File: config.mk
export PLATFORM = sky130hd
export DESIGN_NAME = apb_master_arbiter
export DESIGN_NICKNAME = d
export VERILOG_FILES = /design/src/rtl/apb_master_arbiter.sv
export SDC_FILE = /design/constraint.sdc
export NUM_CORES = 1
export LEC_CHECK = 0
export ABC_AREA = 1
export BUFFER_PORTS_ARGS = -buffer_cell sky130_fd_sc_hd__buf_2
export CAP_MARGIN = 20
export CORE_MARGIN = 4
export CORE_UTILIZATION = 48
export CTS_CLUSTER_SIZE = 8
export DETAILED_ROUTE_END_ITERATION = 7
export PLACE_DENSITY_LB_ADDON = 0.08
export SLEW_MARGIN = 20
export SYNTH_ARGS = -nofsm -noshare
export SYNTH_HDL_FRONTEND = slang
export SYNTH_SLANG_ARGS = --single-unit
File: constraint.sdc
create_clock -name clk -period 2.47 [get_ports clk]
set_input_delay 0.1235 -clock clk [delete_from_list [all_inputs] [get_ports clk]]
set_output_delay 0.1235 -clock clk [all_outputs]
set_load 0.02 [all_outputs]
File: src/rtl/apb_master_arbiter.sv
// Round-robin arbiter that shares one APB master port between NREQ requesters and runs SETUP/ACCESS itself.
// Optional ACCESS-phase watchdog is enabled by defining APB_ARB_TIMEOUT_EN.
module apb_master_arbiter #(
  parameter int NREQ    = 2,
  parameter int TIMEOUT = 16
) (
  input  logic                 clk,
  input  logic                 rstn,
  input  logic [NREQ-1:0]      req_valid,
  input  logic [NREQ*32-1:0]   req_addr,
  input  logic [NREQ-1:0]      req_write,
  input  logic [NREQ*32-1:0]   req_wdata,
  output logic [NREQ-1:0]      req_ready,
  output logic [NREQ-1:0]      rsp_valid,
  output logic [31:0]          rsp_rdata,
  output logic                 rsp_err,
  output logic [31:0]          paddr,
  output logic                 pwrite,
  output logic [31:0]          pwdata,
  output logic                 psel,
  output logic                 penable,
  input  logic [31:0]          prdata,
  input  logic                 pready,
  input  logic                 pslverr
);

  localparam int GW = (NREQ > 2) ? 2 : 1;

  typedef enum logic [1:0] {IDLE, SETUP, ACCESS} state_e;

  state_e            state_q, state_d;
  logic [GW-1:0]     last_grant_q, last_grant_d;
  logic [NREQ-1:0]   rsp_valid_q, rsp_valid_d;
  logic [31:0]       rsp_rdata_q, rsp_rdata_d;
  logic              rsp_err_q, rsp_err_d;
  logic [31:0]       paddr_q, paddr_d;
  logic              pwrite_q, pwrite_d;
  logic [31:0]       pwdata_q, pwdata_d;
  logic              psel_q, psel_d;
  logic              penable_q, penable_d;

  logic              grant_found;
  logic [GW-1:0]     grant_idx;
  logic              accept;
  logic              done;
  logic              forced;

  // Search starts one past the previous winner so every requester gets a turn.
  always_comb begin
    grant_found = 1'b0;
    grant_idx   = '0;
    for (int k = 1; k <= NREQ; k++) begin
      if (!grant_found && req_valid[(int'(last_grant_q) + k) % NREQ]) begin
        grant_found = 1'b1;
        grant_idx   = GW'((int'(last_grant_q) + k) % NREQ);
      end
    end
  end

  assign accept    = (state_q == IDLE) && grant_found;
  assign req_ready = accept ? (NREQ'(1) << grant_idx) : '0;

`ifdef APB_ARB_TIMEOUT_EN
  logic [7:0] wait_cnt_q, wait_cnt_d;

  always_comb begin
    wait_cnt_d = wait_cnt_q;
    if (state_q == SETUP) begin
      wait_cnt_d = '0;
    end else if ((state_q == ACCESS) && !pready) begin
      wait_cnt_d = wait_cnt_q + 8'd1;
    end
  end

  always_ff @(posedge clk or negedge rstn) begin
    if (!rstn) begin
      wait_cnt_q <= '0;
    end else begin
      wait_cnt_q <= wait_cnt_d;
    end
  end

  // A late pready on the limit cycle still wins over the forced completion.
  assign forced = (state_q == ACCESS) && !pready && (wait_cnt_q == 8'(TIMEOUT - 1));
`else
  assign forced = 1'b0;
`endif

  assign done = (state_q == ACCESS) && (pready || forced);

  always_ff @(posedge clk or negedge rstn) begin
    if (!rstn) begin
      state_q <= IDLE;
    end else begin
      state_q <= state_d;
    end
  end

  always_comb begin
    state_d = state_q;
    case (state_q)
      IDLE:    if (grant_found) state_d = SETUP;
      SETUP:   state_d = ACCESS;
      ACCESS:  if (done) state_d = IDLE;
      default: state_d = IDLE;
    endcase
  end

  always_comb begin
    psel_d       = (state_d == SETUP) || (state_d == ACCESS);
    penable_d    = (state_d == ACCESS);
    paddr_d      = paddr_q;
    pwrite_d     = pwrite_q;
    pwdata_d     = pwdata_q;
    last_grant_d = last_grant_q;
    rsp_valid_d  = '0;
    rsp_rdata_d  = rsp_rdata_q;
    rsp_err_d    = rsp_err_q;
    if (accept) begin
      paddr_d      = req_addr[32*int'(grant_idx) +: 32];
      pwrite_d     = req_write[grant_idx];
      pwdata_d     = req_wdata[32*int'(grant_idx) +: 32];
      last_grant_d = grant_idx;
    end
    // Writes and forced completions report zero read data.
    if (done) begin
      rsp_valid_d = NREQ'(1) << last_grant_q;
      rsp_rdata_d = (forced || pwrite_q) ? 32'h0 : prdata;
      rsp_err_d   = forced ? 1'b1 : pslverr;
    end
  end

  always_ff @(posedge clk or negedge rstn) begin
    if (!rstn) begin
      last_grant_q <= GW'(NREQ - 1);
      rsp_valid_q  <= '0;
      rsp_rdata_q  <= '0;
      rsp_err_q    <= 1'b0;
      paddr_q      <= '0;
      pwrite_q     <= 1'b0;
      pwdata_q     <= '0;
      psel_q       <= 1'b0;
      penable_q    <= 1'b0;
    end else begin
      last_grant_q <= last_grant_d;
      rsp_valid_q  <= rsp_valid_d;
      rsp_rdata_q  <= rsp_rdata_d;
      rsp_err_q    <= rsp_err_d;
      paddr_q      <= paddr_d;
      pwrite_q     <= pwrite_d;
      pwdata_q     <= pwdata_d;
      psel_q       <= psel_d;
      penable_q    <= penable_d;
    end
  end

  assign rsp_valid = rsp_valid_q;
  assign rsp_rdata = rsp_rdata_q;
  assign rsp_err   = rsp_err_q;
  assign paddr     = paddr_q;
  assign pwrite    = pwrite_q;
  assign pwdata    = pwdata_q;
  assign psel      = psel_q;
  assign penable   = penable_q;

endmodule

# ---- Word-level counts from Yosys, hierarchy flattened
# Cells that the tools add are included.
dict set report op_classes {
  reduce_logical 6
  bitwise_logic 2
  shift 4
  n_lt_le_gt_ge 3
  n_mux 18
  eq_ne 4
  addsub 2
}
# operator count
set op_table {}
lappend op_table {{64-bit by 7-bit indexed part select with 32-bit output} 2}
lappend op_table {{32-bit two-way mux} 1}
lappend op_table {{1-bit two-way mux} 12}
lappend op_table {{2-bit two-way mux} 4}
lappend op_table {{2-bit by 3-bit less-than comparator with 1-bit output (second input constant)} 2}
lappend op_table {{2-bit one-hot mux with 3 select lines} 1}
lappend op_table {{2-bit by 1-bit equality test with 1-bit output (second input constant)} 2}
lappend op_table {{2-bit equality test (second input constant)} 2}
lappend op_table {{1-bit by 1-bit << shifter with 2-bit output (first input constant)} 2}
lappend op_table {{1-bit logical AND} 3}
lappend op_table {{1-bit adder (second input constant)} 2}
lappend op_table {{1-bit bitwise AND (first input constant)} 2}
lappend op_table {{2-bit logical NOT} 1}
lappend op_table {{1-bit by 2-bit less-than comparator with 1-bit output (second input constant)} 1}
lappend op_table {{1-bit logical NOT} 1}
lappend op_table {{1-bit logical OR} 1}
dict set report word_totals {
  reg_bits 105
  elab_cells 49
  in_bits 168
}

# ---- Depth between registers and ports, before layout
# Gate-level depths: netlist of the first run.
dict set report depth {
  word_depth 13
  mapped_depth 8
}

# ---- Least setup slack after synthesis of the first run
# Ideal clock, no wire load.
dict set report synth_path {
  path_kind {register -> output}
  startpoint {reg last_grant_q}
  endpoint {out req_ready[0]}
  path_stages_with_launch 4
  path_buffers 1
  required_time_ns 2.346
  setup_slack_ns 1.152
  arrival_ns 1.194
  path_cell_list {dfstp_2 > nand2_1 > buf_1 > a21oi_1}
}
dict set report synth_between {
  elab_chain_cells 10
}
# item line_no
set synth_rtl {}
lappend synth_rtl {{from (decl)} 32} ;# logic [GW-1:0] last_grant_q, last_grant_d;
lappend synth_rtl {{from (signal assigned)} 135} ;# last_grant_q <= GW'(NREQ - 1);
lappend synth_rtl {{from (signal assigned)} 145} ;# last_grant_q <= last_grant_d;
lappend synth_rtl {{1-bit adder} {53, 55}}
lappend synth_rtl {{1-bit two-way mux (implied by the code) (3 in series)} 53} ;# if (!grant_found && req_valid[(int'(last_grant_q) + k) % NREQ]) begin
lappend synth_rtl {{1-bit two-way mux} 53}
lappend synth_rtl {{1-bit logical NOT} 53}
lappend synth_rtl {{1-bit logical AND} 53}
lappend synth_rtl {{1-bit two-way mux} 53}
lappend synth_rtl {{1-bit by 1-bit << shifter with 2-bit output / 1-bit logical AND (equally long branches)} {61, 60}}
lappend synth_rtl {{2-bit two-way mux *} 61} ;# assign req_ready = accept ? (NREQ'(1) << grant_idx) : '0;
lappend synth_rtl {{to (decl)} 13} ;# output logic [NREQ-1:0] req_ready,
# Every way passes the cells marked *; elsewhere a longest branch is shown, timed or not. The select of a mux whose other input is x is not followed.

# ---- Worst setup path in the final report of the first run
dict set report layout_path {
  startpoint {reg last_grant_q}
  endpoint {out req_ready[1]}
}
# Same word-level chain as after synthesis.

==> results.toml, run 1 <==
[run_status]
status = "completed"

[placement]
numPortBuffers = 271
gp_congestion = 0.850
placedCellCount = 1027
dp_hpwl_um = 11100
pre_cts_ws_ns = 0.431

[critical_path]
critPathRequiredTime_ns = 2.35
arrival_ns = 1.96
crit_type = "reg2out"
start_kind = "flip-flop"
reg2reg_depth = 6
crit_path_max_fanout = 42
r2r_start = "state_q[0]"
crit_path_end_kind = "primary output"
crit-reg2reg-capture = "pwrite"
r2r_slack_ns = 0.52

[grt]
antenna_found_initial = 1
grt_max_degree = 68
grt_pass1_vias = 5053
grt_pass1_wl_um = 24100
grt-ovfl-total = 0
grt_usage_pct = 25.9

[drt]
drtIter0Drc = 486
viasPerCell = 5.00
wirelength_um = 15700
vias = 5382
routedWlPerCell_um = 14.5
firstDrtPassIters = 7
drc = 0
final_antenna_net_count = 0

[clocking]
insertion_delay_ns = 0.37
cts_made_buffers = 9
clockRootBuffer = "clkbuf_8"
path_clk_slew_ns = 0.11
clock_sinks = 105
cts_max_level = 3
cts_setup_buffers = 0
cts_hold_buf = 32
clk_path_buf_depth = 2
cts_tree = "done"
postCtsResizedCells = 0

[floorplan]
die_x_um = 109
initial_core_util_pct = 49.9
die_area_mm2 = 0.0119
io_pins = 272
fp-row-count = 36
dieHeight_um = 109
core_mm2 = 0.00986

[timing]
setup_violations = 0
max-slew-margin-rel_pct = 32.6
hold_viol_final = 0
tightest_slew_ns = 1.01
timing.final.ws_setup_ns = 0.386
timing.fmax_ghz = 0.480
rsz0062_at_grt = "false"
finalCriticalPeriod_ns = 2.08
finClkSkew_ns = 0.0122
period_share_pct = 84.4
setup_tns_ns = 0
report.final.slew_viol_count = 0

[yosys]
synth_area_per_cell_um2 = 7.47
synth_nets = 828
ys_warn_count = 0
synth-seq-area-share_pct = 53.4
synth_cell_type_count = 18
syn_inst = 659
synth_seq_cells = 105
syn_area_mm2 = 0.00492

[min_path]
min_path_type = "in2reg"
min_to = "pwdata[31]"
min_from = "req_wdata[31]"
holdPathStages = 5

[cells_and_area]
area_delta_synth_final_pct = 39.4
num-nets-final = 1106
layout_commonest_cell = "nand2_1"
layout_common_cells = "nand2_1, buf_2, dfrtp_1"
seqCellArea_mm2 = 0.00263
fill_cells = 804
drive_above_1_share_pct = 32.2
final_cell_count_no_fill = 1077
multi_input_area_mm2 = 0.00205

[job]
maxCapViolations = 0

[pwr]
ir_drop_mv = 0.501
leakage_uw = 0.00420
power_uw = 7970
p_per_area_mw_per_mm2 = 1160
[per-layer routing]
layer | global-route usage, % | up-vias | share of wire, %
met1 | 32.9 | 2484 | 40
met2 | 42.9 | 265 | 49
met4 | 11.1 | 0 | 2.8
met5 | 0 | - | 0
met3 | 5.39 | 35 | 8.7
li1 | - | 2598 | -
[registers in the layout, summed over array words and instances, names as in the netlist]
signal	cells
paddr	32
pwdata	32
rsp_rdata	32
rsp_valid	2
state_q	2
last_grant_q	1
penable	1
psel	1
pwrite	1
rsp_err	1
[final cells by class]
class | count | area share [%]
Multi-Input combinational cell | 504 | 29.9
Sequential cell | 105 | 38.3
Tap cell | 133 | 2.43
Clock inverter | 7 | 1.39
Antenna cell | 2 | 0.0730
Inverter | 5 | 0.274
Clock buffer | 9 | 1.81
Timing Repair Buffer | 312 | 25.8
[synth_stat cells]
library cell	count	share of area [%]
ha_1	1	0.25
inv_2	2	0.15
buf_4	4	0.61
buf_2	19	1.9
o21ai_0	1	0.10
buf_1	2	0.15
dfrtp_1	104	53
clkbuf_1	16	1.2
nand3_1	97	9.9
a21oi_1	2	0.20
nand2_1	396	30
o21ai_2	1	0.18
buf_6	4	0.92
o21ai_1	1	0.10
nor2_1	4	0.31
nor2_2	1	0.13
inv_1	3	0.23
dfstp_2	1	0.53
[metrics by stage]
| step | instance area (um^2) | utilization, % | hold WS, ns |
|---|---|---|---|
| 2_1_floorplan | 4920 | - | -0.172 |
| 3_3_place_gp | 6310 | 64.0 | 0.142 |
| 3_5_place_dp | 6310 | 64.0 | 0.158 |
| 4_1_cts | 6850 | 69.5 | 0.0145 |
| 5_1_grt | 6850 | 69.5 | 0.0138 |
| 6_report | 6860 | 69.5 | 0.0328 |
[critical path, stage by stage, from the launching register on]
cell     delay [ns]
dfstp_2        0.58
nand2_2        0.07
nand2_2        0.39
buf_12         0.27
nor2_1         0.07
buf_2          0.19
[logic make-up after synthesis]
kind of cell | Yosys count | synth area share [%]
simple gates | 498 | 40.5
flops | 105 | 53.4
buf+inv | 50 | 5.21
compound gates | 5 | 0.585
fa+ha+maj | 1 | 0.254
[where the power goes]
group          leakage, uW  total [uW]  internal (uW)  switching (uW)
logic              0.00277        3910           1230            2670
registers          0.00132        2920           2490             430
clock network     0.000111        1140            503             639
total              0.00420        7970           4230            3740
[worst max path at each step]
stage / from / end / slack, ns
after CTS: last_grant_q / req_ready[1] / 0.37
after global placement: state_q[0] / paddr[14] / 0.48
after global routing: last_grant_q / req_ready[1] / 0.25
final: last_grant_q / req_ready[1] / 0.39
after floorplan: last_grant_q / req_ready[0] / 1.15
after detailed placement: req_valid[1] / req_ready[1] / 0.43
Power figures use the tool's default switching activity.
==> inputs of run 2 (changes only) <==
- CORE_UTILIZATION: 48 -> 40
- clock period: 2.47 -> 1.9 ns (I/O delays scaled with it)
==> run 2 against run 1 <==
Compared with the run above:
- combinational power up 31%
- setup slack worse by 0.24 ns
- clock power up 50%
- sequential power up 29%
- wire length down 3.0%
- hold slack worse by 0.0018 ns
- cell count up 1.8%
- count of clock-buffer cells in the layout up 6
- core utilization down 11 points
- clock skew down 0.0046 ns
- cell area up 1.9%
- largest power group unchanged
==> results.toml, run 2 (same netlist as run 1, synthesis figures left out) <==
[run_status]
status = "completed"

[timing]
report.final.slew_viol_count = 0
rsz0062_at_grt = "false"
max-slew-margin-rel_pct = 54.8
timing.fmax_ghz = 0.571
setup_tns_ns = 0
period_share_pct = 92.1
finalCriticalPeriod_ns = 1.75
finClkSkew_ns = 0.00761
hold_viol_final = 0
setup_violations = 0
tightest_slew_ns = 0.679

[pwr]
netSwitchingPower_uw = 4750
ir_drop_mv = 0.576
pwr-share-comb_pct = 48.3
pwr-share-clk_pct = 16.1
seq_power_share_pct = 35.6
switching_share_pct = 44.7
p_per_area_mw_per_mm2 = 1520
intPower_uw = 5870
power_uw = 10600
leakage_uw = 0.00426

[critical_path]
crit_path_max_fanout = 47
critPathRequiredTime_ns = 1.80
cp_slowest_stage_delay_ns = 0.57
crit_slowest_cell = "dfstp_2"
arrival_ns = 1.66
crit_type = "reg2out"
crit_path_end_kind = "primary output"
r2r_slack_ns = 0.52
reg2reg_depth = 6
start_kind = "flip-flop"
r2r_start = "last_grant_q"
path_cells = "nand2_2, buf_4, a21oi_1, buf_2"
crit-reg2reg-capture = "pwdata[4]"

[drt]
viasPerCell = 4.75
vias = 5207
routedWlPerCell_um = 13.9
drc = 0
drtIter0Drc = 289
wl_met2_um = 7370
firstDrtPassIters = 4
dr.max_layer_used = "met5"
wirelength_um = 15200
drt-met1-wl_um = 6340
final_antenna_net_count = 0
wl_met3_um = 1170

[cells_and_area]
area_delta_synth_final_pct = 42.1
num-nets-final = 1112
drive_above_1_share_pct = 32.1
fill_cells = 1133
fin_util_pct = 58.2
layout_common_cells = "nand2_1, buf_2, dfrtp_1"
layout_commonest_cell = "nand2_1"

[grt]
grt_pass1_vias = 5003
grt-ovfl-total = 0
grt_pass1_wl_um = 24500
antenna_found_initial = 2
grt_max_degree = 67
grt_usage_pct = 21.3

[min_path]
holdPathStages = 3
min_to = "rsp_rdata[23]"
min_from = "prdata[23]"
min_path_type = "in2reg"

[floorplan]
die_area_mm2 = 0.0141
dieHeight_um = 119
io_pins = 272
die_x_um = 119
core_mm2 = 0.0120
fp-row-count = 40
initial_core_util_pct = 41.0

[clocking]
insertion_delay_ns = 0.34
clock_sinks = 105
cts_made_buffers = 9
path_clk_slew_ns = 0.07
cts_setup_buffers = 0
cts_max_level = 3
clockRootBuffer = "clkbuf_16"
clk_path_buf_depth = 2
cts_tree = "done"

[job]
maxCapViolations = 0

[placement]
dp_hpwl_um = 11000
gp_congestion = 0.879
numPortBuffers = 271
## run 2: cell count changes in the layout (fill, tap and decap cells not counted), sizes merged
cell	before	now
inv	10	5
bufinv	1	0
dlygate4sd3	32	33
diode	2	1
clkbuf	9	15
buf	280	285
## run 2: power groups by stage
stage               Combinational, uW  Sequential [uW]  Clock [uW]
floorplan                        2100             4960           0
global placement                 5050             3770           0
detailed placement               5110             3810           0
CTS                              5170             3790        1780
global route                     5690             3910        1880
finish                           5120             3780        1710
## run 2: per-layer routing
| metal | global-route usage (%) | vias up |
|---|---|---|
| met2 | 36.0 | 201 |
| li1 | - | 2615 |
| met4 | 8.04 | 2 |
| met1 | 26.3 | 2364 |
| met3 | 5.56 | 25 |
| met5 | 0 | - |
## run 2: area by class of cell
| class | instances | area, um^2 | area share (%) |
|---|---|---|---|
| multi-input combinational | 504 | 2050 | 29.3 |
| sequential | 105 | 2630 | 37.6 |
| antenna | 1 | 2.50 | 0.0358 |
| tap | 147 | 184 | 2.63 |
| timing repair buffer | 318 | 1840 | 26.3 |
| clock inverter | 1 | 5.00 | 0.0716 |
| inverter | 5 | 18.8 | 0.269 |
| clock buffer | 15 | 268 | 3.83 |
## run 2: through the flow
step                setup WS [ns]  std cells  hold WS, ns  instance area, um^2
global route               0.0528       1096       0.0311                 6990
global placement            0.485       1046       0.0180                 6380
finish                      0.150       1096       0.0311                 6990
detailed placement          0.479       1046       0.0241                 6380
floorplan                   0.611        659       -0.201                 4920
CTS                        0.0951       1095       0.0137                 6980
## run 2: timing repair
item,in CTS,in global routing
gates resized for setup,0,1
hold endpoints to repair,59,0
setup endpoints to repair,0,1
hold buffers,33,0
## run 2: critical path: cells and delay by family, from the launching register on
family / cells / cell delay [ns]
AO/OA/AOI/OAI: 1 / 0.19
flip-flops: 1 / 0.57
AND/OR/NAND/NOR: 1 / 0.09
buffers and inverters: 2 / 0.46
## run 2: worst max-delay path by stage
stage	slack, ns	cells after the start	end	start
floorplan	0.61	3	req_ready[0]	last_grant_q
global placement	0.49	5	req_ready[0]	state_q[0]
detailed placement	0.48	5	req_ready[0]	state_q[0]
CTS	0.1	5	req_ready[0]	state_q[0]
global route	0.05	4	req_ready[0]	last_grant_q
finish	0.15	4	req_ready[0]	last_grant_q
